===== src/rtl/mm_pkg.sv =====
// Shared types and constants for the Montgomery multiplication job scheduler.
package mm_pkg;

    // Scheduler phases, in the order a nominal job walks through them.
    typedef enum logic [2:0] {
        ST_IDLE    = 3'd0,
        ST_LOAD    = 3'd1,
        ST_COMPUTE = 3'd2,
        ST_STORE   = 3'd3,
        ST_DONE    = 3'd4,
        ST_ERROR   = 3'd5
    } sched_state_t;

    // Reason recorded on entry to ERROR.
    typedef enum logic [1:0] {
        ERR_NONE        = 2'd0,
        ERR_TIMEOUT     = 2'd1,
        ERR_EXCESS_PUSH = 2'd2,
        ERR_UNEXP_DONE  = 2'd3
    } err_code_t;

    // Memory operation direction, shared with memory_control.
    localparam logic LS_LOAD  = 1'b0;
    localparam logic LS_STORE = 1'b1;

    // Phases during which the datapath is working and the watchdog is armed.
    function automatic logic is_busy(sched_state_t st);
        return (st == ST_LOAD) || (st == ST_COMPUTE) || (st == ST_STORE);
    endfunction

endpackage


===== src/rtl/phase_watchdog.sv =====
// Per-phase watchdog: counts idle cycles since the last load/kick and flags
// when the count reaches TIMEOUT-1. The count holds there instead of wrapping.
module phase_watchdog #(
    parameter int TIMEOUT = 4096
) (
    input  logic clock_i,
    input  logic reset_i,
    input  logic load_i,
    input  logic kick_i,
    output logic expire_o
);
    localparam int W = (TIMEOUT > 2) ? $clog2(TIMEOUT) : 1;
    localparam logic [W-1:0] LIMIT = W'(TIMEOUT - 1);

    logic [W-1:0] cnt_q, cnt_d;

    // Restart on phase entry or activity, otherwise count up to the limit.
    always_comb begin
        cnt_d = cnt_q;
        if (load_i || kick_i) begin
            cnt_d = '0;
        end else if (cnt_q != LIMIT) begin
            cnt_d = cnt_q + W'(1);
        end
    end

    // Counter register.
    always_ff @(posedge clock_i or negedge reset_i) begin
        if (!reset_i) begin
            cnt_q <= '0;
        end else begin
            cnt_q <= cnt_d;
        end
    end

    assign expire_o = (cnt_q == LIMIT);

endmodule


===== src/rtl/mm_job_scheduler.sv =====
// Job sequencer: IDLE -> LOAD -> COMPUTE -> STORE -> DONE, with a per-phase
// watchdog, result-block counting, protocol error trapping and a saturating
// job cycle counter.
module mm_job_scheduler
    import mm_pkg::*;
#(
    parameter int s       = 16,
    parameter int TIMEOUT = 4096,
    parameter int CNT_W   = 32
) (
    input  logic             clock_i,
    input  logic             reset_i,
    input  logic             job_valid_i,
    output logic             job_ready_o,
    input  logic             clear_i,
    output logic             mem_start_o,
    output logic             mem_load_store_o,
    input  logic             mem_load_done_i,
    input  logic             mem_store_done_i,
    output logic             fios_start_o,
    input  logic             res_push_i,
    output logic             busy_o,
    output logic             done_o,
    output logic             error_o,
    output logic [1:0]       err_code_o,
    output logic [CNT_W-1:0] job_cycles_o
);
    localparam int RES_W = $clog2(s + 1);
    localparam logic [RES_W-1:0] RES_LAST = RES_W'(s - 1);
    localparam logic [CNT_W-1:0] CYC_MAX  = '1;

    sched_state_t     state_q, state_d;
    err_code_t        err_q, err_d;
    logic [RES_W-1:0] res_cnt_q, res_cnt_d;
    logic [CNT_W-1:0] cyc_q, cyc_d;
    logic             mem_start_q, mem_start_d;
    logic             fios_start_q, fios_start_d;
    err_code_t        det;
    logic             wd_expire;
    logic             wd_load;

    // Every state change restarts the watchdog; each result block kicks it.
    assign wd_load = (state_d != state_q);

    phase_watchdog #(.TIMEOUT(TIMEOUT)) u_wd (
        .clock_i  (clock_i),
        .reset_i  (reset_i),
        .load_i   (wd_load),
        .kick_i   (res_push_i),
        .expire_o (wd_expire)
    );

    // Next state: protocol errors first, then the normal phase advance,
    // then watchdog expiry. Start pulses are registered so they land in the
    // first cycle of the new phase.
    always_comb begin
        state_d      = state_q;
        err_d        = err_q;
        res_cnt_d    = res_cnt_q;
        cyc_d        = cyc_q;
        mem_start_d  = 1'b0;
        fios_start_d = 1'b0;
        det          = ERR_NONE;

        if (state_q != ST_ERROR) begin
            if (res_push_i && (state_q != ST_COMPUTE)) begin
                det = ERR_EXCESS_PUSH;
            end else if ((mem_load_done_i && (state_q != ST_LOAD)) ||
                         (mem_store_done_i && (state_q != ST_STORE))) begin
                det = ERR_UNEXP_DONE;
            end
        end

        // Job length covers every cycle from LOAD through DONE.
        if (is_busy(state_q) || (state_q == ST_DONE)) begin
            if (cyc_q != CYC_MAX) cyc_d = cyc_q + CNT_W'(1);
        end

        if (det != ERR_NONE) begin
            state_d = ST_ERROR;
            err_d   = det;
        end else begin
            unique case (state_q)
                ST_IDLE: begin
                    if (job_valid_i) begin
                        state_d     = ST_LOAD;
                        cyc_d       = '0;
                        mem_start_d = 1'b1;
                    end
                end
                ST_LOAD: begin
                    if (mem_load_done_i) begin
                        state_d      = ST_COMPUTE;
                        res_cnt_d    = '0;
                        fios_start_d = 1'b1;
                    end else if (wd_expire) begin
                        state_d = ST_ERROR;
                        err_d   = ERR_TIMEOUT;
                    end
                end
                ST_COMPUTE: begin
                    // A push is proof of progress, so it outranks a
                    // simultaneous expiry. The counter leaves COMPUTE on the
                    // s-th block and so never wraps.
                    if (res_push_i) begin
                        res_cnt_d = res_cnt_q + RES_W'(1);
                        if (res_cnt_q == RES_LAST) begin
                            state_d     = ST_STORE;
                            mem_start_d = 1'b1;
                        end
                    end else if (wd_expire) begin
                        state_d = ST_ERROR;
                        err_d   = ERR_TIMEOUT;
                    end
                end
                ST_STORE: begin
                    if (mem_store_done_i) begin
                        state_d = ST_DONE;
                    end else if (wd_expire) begin
                        state_d = ST_ERROR;
                        err_d   = ERR_TIMEOUT;
                    end
                end
                ST_DONE: begin
                    state_d = ST_IDLE;
                end
                ST_ERROR: begin
                    if (clear_i) begin
                        state_d = ST_IDLE;
                        err_d   = ERR_NONE;
                    end
                end
                default: begin
                    state_d = ST_IDLE;
                end
            endcase
        end
    end

    // State and counter registers; reset aborts any job in flight.
    always_ff @(posedge clock_i or negedge reset_i) begin
        if (!reset_i) begin
            state_q      <= ST_IDLE;
            err_q        <= ERR_NONE;
            res_cnt_q    <= '0;
            cyc_q        <= '0;
            mem_start_q  <= 1'b0;
            fios_start_q <= 1'b0;
        end else begin
            state_q      <= state_d;
            err_q        <= err_d;
            res_cnt_q    <= res_cnt_d;
            cyc_q        <= cyc_d;
            mem_start_q  <= mem_start_d;
            fios_start_q <= fios_start_d;
        end
    end

    assign job_ready_o      = (state_q == ST_IDLE);
    assign busy_o           = is_busy(state_q);
    assign done_o           = (state_q == ST_DONE);
    assign error_o          = (state_q == ST_ERROR);
    assign err_code_o       = err_q;
    assign mem_start_o      = mem_start_q;
    assign fios_start_o     = fios_start_q;
    assign mem_load_store_o = (state_q == ST_STORE) ? LS_STORE : LS_LOAD;
    assign job_cycles_o     = cyc_q;

endmodule

===== config.mk =====
export PLATFORM = sky130hd
export DESIGN_NAME = mm_job_scheduler
export DESIGN_NICKNAME = d
export VERILOG_FILES = /design/src/rtl/mm_pkg.sv /design/src/rtl/phase_watchdog.sv /design/src/rtl/mm_job_scheduler.sv
export SDC_FILE = /design/constraint.sdc
export NUM_CORES = 1
export LEC_CHECK = 0
export CORE_AREA = 5 5 67 130
export CTS_BUF_LIST = sky130_fd_sc_hd__clkbuf_8
export CTS_CLUSTER_SIZE = 28
export DETAILED_ROUTE_END_ITERATION = 7
export DIE_AREA = 0 0 72 135
export PLACE_DENSITY_LB_ADDON = 0.1
export SLEW_MARGIN = 15
export SYNTH_ARGS = -nofsm -noshare
export SYNTH_HDL_FRONTEND = slang
export SYNTH_SLANG_ARGS = --single-unit

===== constraint.sdc =====
create_clock -name clock_i -period 4.2 [get_ports clock_i]
set_input_delay 1.05 -clock clock_i [delete_from_list [all_inputs] [get_ports clock_i]]
set_output_delay 1.05 -clock clock_i [all_outputs]
set_load 0.02 [all_outputs]

==> results of run 1 <==
## power groups by stage
stage          registers, W  logic, W  clock network (W)
2_1_floorplan       0.00111  0.000671                  0
3_3_place_gp        0.00101   0.00128                  0
3_5_place_dp        0.00100   0.00130                  0
4_1_cts            0.000999   0.00130           0.000335
5_1_grt             0.00104   0.00139           0.000352
6_report           0.000995   0.00128           0.000317
## sequential cells by signal, indices dropped and copies added (netlist names)
signal	count
err_code_o	2
fios_start_o	1
job_cycles_o	32
mem_start_o	1
res_cnt_q	5
state_q	3
u_wd.cnt_q	12
## critical path: stages (launching register included)
cell	delay, ps
sky130_fd_sc_hd__dfrtp_1	610
sky130_fd_sc_hd__or3_1	570
sky130_fd_sc_hd__inv_1	110
sky130_fd_sc_hd__clkdlybuf4s50_1	600
## per-layer routing
metal	vias to the layer above	part of all wire	wire (µm)
li1	1349	-	-
met1	1306	0.39	2980
met2	41	0.57	4392
met3	10	0.026	204
met4	0	0.018	135
met5	-	0	0
## per-stage QoR
stage | total power, W | util
finish | 0.002593 | 0.5255
global route | 0.002785 | 0.5255
CTS | 0.002634 | 0.5255
detailed placement | 0.002300 | 0.5126
global placement | 0.002290 | 0.5126
floorplan | 0.001784 | -
## logic make-up after synthesis
family	Yosys count	share of synthesized area
compound gates	48	0.1112
xor+xnor	34	0.08967
buf+inv	28	0.03881
simple gates	185	0.3063
flops	56	0.4220
fa+ha+maj	4	0.01507
mux	5	0.01695
## synth_stat cells, types with 2 or more instances
cell,instances,area [µm²]
sky130_fd_sc_hd__nand4_1,8,50.05
sky130_fd_sc_hd__nand2_1,26,97.59
sky130_fd_sc_hd__nand3b_1,2,15.01
sky130_fd_sc_hd__and2_1,4,25.02
sky130_fd_sc_hd__nor2_4,10,112.6
sky130_fd_sc_hd__o31ai_4,2,42.54
sky130_fd_sc_hd__o21ai_0,8,40.04
sky130_fd_sc_hd__and3_1,5,31.28
sky130_fd_sc_hd__a211oi_1,2,15.01
sky130_fd_sc_hd__nand3_1,22,110.1
sky130_fd_sc_hd__and4_1,4,35.03
sky130_fd_sc_hd__a21oi_1,12,60.06
sky130_fd_sc_hd__nor3_1,23,115.1
sky130_fd_sc_hd__nand2b_1,2,12.51
sky130_fd_sc_hd__o21ai_1,5,25.02
sky130_fd_sc_hd__o211ai_1,2,15.01
sky130_fd_sc_hd__ha_1,4,50.05
sky130_fd_sc_hd__dfrtp_1,56,1401
sky130_fd_sc_hd__a21o_1,2,15.01
sky130_fd_sc_hd__clkbuf_1,11,41.29
sky130_fd_sc_hd__a31oi_1,2,12.51
sky130_fd_sc_hd__nor4_1,5,31.28
sky130_fd_sc_hd__nor2_1,54,202.7
sky130_fd_sc_hd__nor3_2,2,20.02
sky130_fd_sc_hd__a21boi_0,2,15.01
sky130_fd_sc_hd__xnor2_1,23,201.4
sky130_fd_sc_hd__inv_1,13,48.80
sky130_fd_sc_hd__mux2i_1,3,30.03
sky130_fd_sc_hd__xor2_1,11,96.34
sky130_fd_sc_hd__or3_1,9,56.30
## worst max path at each step
stage | from | endpoint | slack [ps] | depth (start not counted)
2_1_floorplan | mem_store_done_i | u_wd.cnt_q[6] | 1580 | 6
3_3_place_gp | mem_store_done_i | u_wd.cnt_q[6] | 710 | 7
3_5_place_dp | mem_store_done_i | u_wd.cnt_q[6] | 680 | 7
4_1_cts | state_q[0] | job_ready_o | 880 | 3
5_1_grt | state_q[0] | job_ready_o | 800 | 3
6_report | state_q[0] | job_ready_o | 920 | 3
## layout make-up
type | instances | area [µm²]
Fill cell | 728 | 3580
Clock buffer | 6 | 82.58
Tap cell | 94 | 117.6
Clock inverter | 2 | 15.01
Sequential cell | 56 | 1401
Multi-Input combinational cell | 276 | 1797
Timing Repair Buffer | 51 | 495.5
Inverter | 15 | 56.30
==> reports/results.env, run 1 <==
DETAILEDROUTE.FIRSTPASSITERATIONCOUNT=4
STARTING_DENSITY_OF_THE_CORE=0.4401
H_TREE_LEVEL_COUNT=2
SYNTH.FF_LATCH_COUNT=56
SHARE_SEQ_OF_TOTAL_POWER=0.384
GRT_ANTENNA_BEFORE_REPAIR=0
FIN_WORST_SKEW_PS=17.80
NETLIST_INSTANCES=360
DIODES=0
MIN_TO='res_cnt_q[4]'
SETUP_VIOL=0
CTS.REPAIR_TIMING.SETUP_BUFFER_COUNT=0
TIMING.RR.END='u_wd.cnt_q[6]'
SHARE_COMB_OF_TOTAL_POWER=0.494
RELSLEWSLACK=0.4487
MIN-DELAY-START='res_cnt_q[4]'
SYN-CELL-AREA_UM2=3321
CTS-RESIZED-GATES=0
RSZ0062_AT_GRT='no'
PIN_COUNT=48
STATUS='complete, no violations'
POSTCTSHOLDBUFS=0
MAX-CLOCK-PATH-BUFFERS=2
CTS_INSERTED_BUFFERS=5
BUFFERS_ON_PORTS=47
PRECTSSETUPSLACK_PS=676.5
INTERNAL_POWER_W=0.001443
ROWS=45
FIRST_GLOBAL_VIAS=2708
SETUP_WS_PS=920.2
CLKSLEWWORSTSETUPHOLDPATHS_PS=110
LEAKAGE_nW=1.529
TIMING.CRITICAL_PATH.TO_TYPE='output pin'
SYNTH_SEQ_AREA_SHARE=0.4220
GLOBALROUTEMET2UTIL=0.3274
POST_SYNTH_NUM_CELL_TYPES=56
REPORT.FINAL.SLEW_VIOL_COUNT=0
YOSYSWARNINGCOUNT=0
DIE_WIDTH_UM=72
CRITICAL_PATH_ARRIVAL_PS=2230
FINAL_NETS=416
FINAL_ANTENNA_NET_COUNT=0
GRT_UTIL_MET3=0.03204
VIA_PER_INST=5.412
FINAL_CELLS=500
DIE_Y_UM=135
TOTALNEGATIVESETUPSLACK_PS=0
TRITONCTS='yes'
LAYOUT_COMMONEST_CELL='sky130_fd_sc_hd__dfrtp_1'
HOLDPATHSTAGES=2
LAYOUT-AREA-OVERHEAD-VS-SYNTH_PCT=19.40
DRT-INITIAL-DRC-COUNT=122
GROUTE.USAGE.OVERALL=0.1729
CLK-INSERTION-DELAY-LATE_PS=330
RRSETUPSLACK_PS=1590
POSTSYNTH.TOPFLOPCELL='sky130_fd_sc_hd__dfrtp_1'
POST_ROUTE_CELLS_DRIVE_ABOVE_1_SHARE=0.09360
DIE_AREA_UM2=9720
MAX_FREQ_MHz=304.9
WORSTSETUPSTARTPOINTTYPE='flip-flop'
TIMING.SETUP.CRITICAL_PATH_CLASS='reg -> out'
SHARE_OF_FLIP_FLOPS_WITH_AN_ASYNCHRONOUS_SET_OR_RESET=1.000
FINAL_CELL_AREA_UM2=3965
CP.REQUIRED_PS=3150
LARGEST_FANOUT_ON_THE_CRITICAL_PATH=19
GLOBAL_ROUTE.PEAK_USAGE_LAYER='met2'
PERIOD_NEEDED_PS=3280
POST_DP_CELL_AREA_UM2=3867
LAYOUT.CELLS.MOST_COMMON_LIST='sky130_fd_sc_hd__dfrtp_1, sky130_fd_sc_hd__nor2_1, sky130_fd_sc_hd__clkdlybuf4s50_1, sky130_fd_sc_hd__nand2_1'
COUNT_OF_FLIP_FLOPS_WITH_A_BUILT_IN_ENABLE_AFTER_SYNTHESIS=0
POSTSYNTHAREAPERCELL_UM2=9.224
POWER.NET_SWITCHING_W=0.001150
FINAL.HOLD.WORST_SLACK_PS=494.3
NUM_VIAS=2706
TIMING.HOLD.WORST.CLASS='reg -> reg'
DETAILEDPLACEMENTHPWL_UM=5760
POWER_DENSITY_nW_PER_UM2=653.9
GP_CONGESTION=0.8182
GLOBALROUTEMET1UTIL=0.1866
GRT_FIRST_PASS_WIRELENGTH_UM=13190
PLACE_INST=492
DRV_CAP=0
GRT_MAX_DEGREE=34
CLOCK_POWER_SHARE=0.122
SYN_NETS=371
CLK_ROOT_BUFFER_CELL='sky130_fd_sc_hd__clkbuf_8'
SLEW_OF_THE_PIN_WITH_THE_LOWEST_SLEW_MARGIN_PS=816.6
DETAIL_ROUTE.DRC_VIOLATIONS=0
WIRE_PER_INST_UM=15.42
VDD.IR_DROP.WORST_mV=0.3674
DETAIL_ROUTE.WIRELENGTH_UM=7712
FF2FF_PATH_DEPTH=7
FP.COREAREA_UM2=7545
HOLD_VIOL=0
GLOBALROUTEOVERFLOWTOTAL=0
SINK_COUNT=56
WORST_R2R_STARTPOINT='u_wd.cnt_q[0]'
SWITCHING_SHARE=0.4435
MIN_PERIOD_OVER_PERIOD=0.7809
Power figures use the tool's default switching activity.
==> run 2: changes to the inputs <==
==> constraint.sdc (replaced) <==
create_clock -name clock_i -period 2.7 [get_ports clock_i]
set_input_delay 0.675 -clock clock_i [delete_from_list [all_inputs] [get_ports clock_i]]
set_output_delay 0.675 -clock clock_i [all_outputs]
set_load 0.02 [all_outputs]
==> reports/results.env, run 2 (synthesis gave the netlist of run 1 again) <==
WIRE_PER_INST_UM=15.46  # +0.21%
SINK_COUNT=56  # unchanged
TIMING.SETUP.CRITICAL_PATH_CLASS='reg -> out'
CRIT_BUF_INV=1  # -1
PIN_COUNT=48  # unchanged
NUM_VIAS=2769  # +2.3%
CTS_INSERTED_BUFFERS=5  # unchanged
LARGEST_REGISTER_FFS=32  # unchanged
GRT_FIRST_PASS_WIRELENGTH_UM=13790  # +4.5%
TOTALNEGATIVESETUPSLACK_PS=0  # unchanged
CP.REQUIRED_PS=2030  # -1120 ps
GRT_MAX_DEGREE=57  # +68%
SHARE_SEQ_OF_TOTAL_POWER=0.366  # -0.018
MAX_FREQ_MHz=390.0
RSZ0062_AT_GRT='no'
DIE_WIDTH_UM=72  # unchanged
GROUTE.USAGE.OVERALL=0.1773  # +0.004431
POWER_DENSITY_nW_PER_UM2=1012  # +55%
POWER.NET_SWITCHING_W=0.001811  # +58%
TRITONCTS='yes'
FIRST_GLOBAL_VIAS=2942  # +8.6%
DETAIL_ROUTE.WIRELENGTH_UM=7914  # +2.6%
SHARE_COMB_OF_TOTAL_POWER=0.517  # +0.023
CLK_ROOT_BUFFER_CELL='sky130_fd_sc_hd__clkbuf_8'
TIMING.HOLD.WORST.CLASS='in -> async'
PRECTSSETUPSLACK_PS=-77.68  # -754.1 ps
DETAILEDROUTE.FIRSTPASSITERATIONCOUNT=4  # unchanged
VIA_PER_INST=5.408  # about the same
POST_ROUTE_CELLS_DRIVE_ABOVE_1_SHARE=0.1148  # +0.02124
SLEW_OF_THE_PIN_WITH_THE_LOWEST_SLEW_MARGIN_PS=520.2  # -296.4 ps
GLOBALROUTEOVERFLOWTOTAL=0  # unchanged
SWITCHING_SHARE=0.4381  # -0.005336
SETUP_VIOL=0  # unchanged
FINAL_CELLS=512  # +2.4%
DIE_Y_UM=135  # unchanged
DETAIL_ROUTE.DRC_VIOLATIONS=0  # unchanged
CTS-RESIZED-GATES=0  # unchanged
CPLARGESTDELAYFAMILY='buffers and inverters'
INTERNAL_POWER_W=0.002322  # +61%
HOLD_VIOL=0  # unchanged
POSTCTSHOLDBUFS=0  # unchanged
CTS.REPAIR_TIMING.SETUP_BUFFER_COUNT=0  # unchanged
MAX-CLOCK-PATH-BUFFERS=2  # unchanged
REPORT.FINAL.SLEW_VIOL_COUNT=0  # unchanged
MIN_PERIOD_OVER_PERIOD=0.9497
DRV_CAP=0  # unchanged
TIMING.CRITICAL_PATH.TO_TYPE='output pin'
DIE_AREA_UM2=9720  # unchanged
FINAL_ANTENNA_NET_COUNT=0  # unchanged
DIODES=0  # unchanged
PLACE_INST=504  # +2.4%
FINAL_NETS=428  # +2.9%
RELSLEWSLACK=0.6505  # +0.2019
STATUS='complete, no violations'
DRT-INITIAL-DRC-COUNT=215  # +76%
CLOCK_POWER_SHARE=0.116  # -0.006
WORSTSETUPSTARTPOINTTYPE='flip-flop'
LAYOUT.CELLS.MOST_COMMON_LIST='sky130_fd_sc_hd__dfrtp_1, sky130_fd_sc_hd__nor2_1, sky130_fd_sc_hd__clkdlybuf4s50_1, sky130_fd_sc_hd__nand2_1'
LARGEST_FANOUT_ON_THE_CRITICAL_PATH=9  # -10
FINAL_UTIL=0.5415  # +0.01592
PERIOD_NEEDED_PS=2564
CLKSLEWWORSTSETUPHOLDPATHS_PS=100  # about the same
SETUP_WS_PS=135.9  # -784.3 ps
PATH_CELLS='nand2b_1 -> nor2_1 -> clkdlybuf4s50_1'
CP_SLOWEST_CELL='sky130_fd_sc_hd__clkdlybuf4s50_1'
CRITICAL_PATH_ARRIVAL_PS=1890  # -340 ps
H_TREE_LEVEL_COUNT=2  # unchanged
DETAILEDPLACEMENTHPWL_UM=5863  # +1.8%
CLK-INSERTION-DELAY-LATE_PS=310  # -20 ps
GP_CONGESTION=0.8913  # +8.9%
LAYOUT_COMMONEST_CELL='sky130_fd_sc_hd__dfrtp_1'
NUM-FILL-CELLS=709  # -2.6%
LAYOUT-AREA-OVERHEAD-VS-SYNTH_PCT=23.02
FIN_WORST_SKEW_PS=4.301  # -13.50 ps
VDD.IR_DROP.WORST_mV=0.6034  # +64%
STARTING_DENSITY_OF_THE_CORE=0.4401  # unchanged
FP.COREAREA_UM2=7545  # unchanged
LEAKAGE_nW=1.610  # +5.3%
MAX_STAGE_DELAY_PS=640  # +30 ps
GRT_ANTENNA_BEFORE_REPAIR=0  # unchanged
BUFFERS_ON_PORTS=47  # unchanged
ROWS=45  # unchanged
run 2: changes by cell type in the layout (fill, tap and decap cells not counted), sizes merged:
cell,change
buf,+12
clkinvlp,-2
inv,+2
run 2: final timing paths:
kind | end | slack [ps] | startpoint | depth (start not counted)
hold reg to reg | err_code_o[1] | 500 | err_code_o[1] | 1
hold / removal | err_code_o[0] | 340 | reset_i | 2
min in group clock_i | err_code_o[1] | 500 | err_code_o[1] | 1
setup reg to reg | u_wd.cnt_q[11] | 350 | u_wd.cnt_q[0] | 8
setup / recovery | mem_load_store_o | 140 | state_q[2] | 3
max in group asynchronous | job_cycles_o[6] | 2090 | reset_i | 2
run 2: through the flow:
stage,hold slack [ps],power [W],cell area [µm²]
after CTS,354.6,0.004186,4085
after global routing,359.4,0.004422,4085
after detailed placement,476.2,0.003685,3995
final,342.3,0.004133,4085
after floorplan,379.4,0.002775,3321
after global placement,462.6,0.003668,3995
run 2: layer usage:
layer / GRT usage / vias to the layer above / wire [µm]
met5: 0 / - / 0
met3: 0.02683 / 12 / 219
met4: 0.07008 / 0 / 170
met2: 0.3340 / 47 / 4492
li1: - / 1371 / -
met1: 0.1916 / 1339 / 3032
run 2: layout make-up:
cell class	count	area, µm²	share of cell area
multi-input cells	276	1797	0.4398
clock inverters	2	7.507	0.001838
inverters	15	56.30	0.01378
repair buffers	63	623.1	0.1525
flip-flops and latches	56	1401	0.3430
clock buffers	6	82.58	0.02021
well taps	94	117.6	0.02879
run 2: power groups by stage:
| stage | logic, W | clock network [W] | registers, W |
|---|---|---|---|
| after floorplan | 0.00104 | 0 | 0.00173 |
| after global placement | 0.00214 | 0 | 0.00153 |
| after detailed placement | 0.00216 | 0 | 0.00153 |
| after CTS | 0.00217 | 0.000501 | 0.00152 |
| after global routing | 0.00231 | 0.000533 | 0.00158 |
| final | 0.00214 | 0.000481 | 0.00151 |
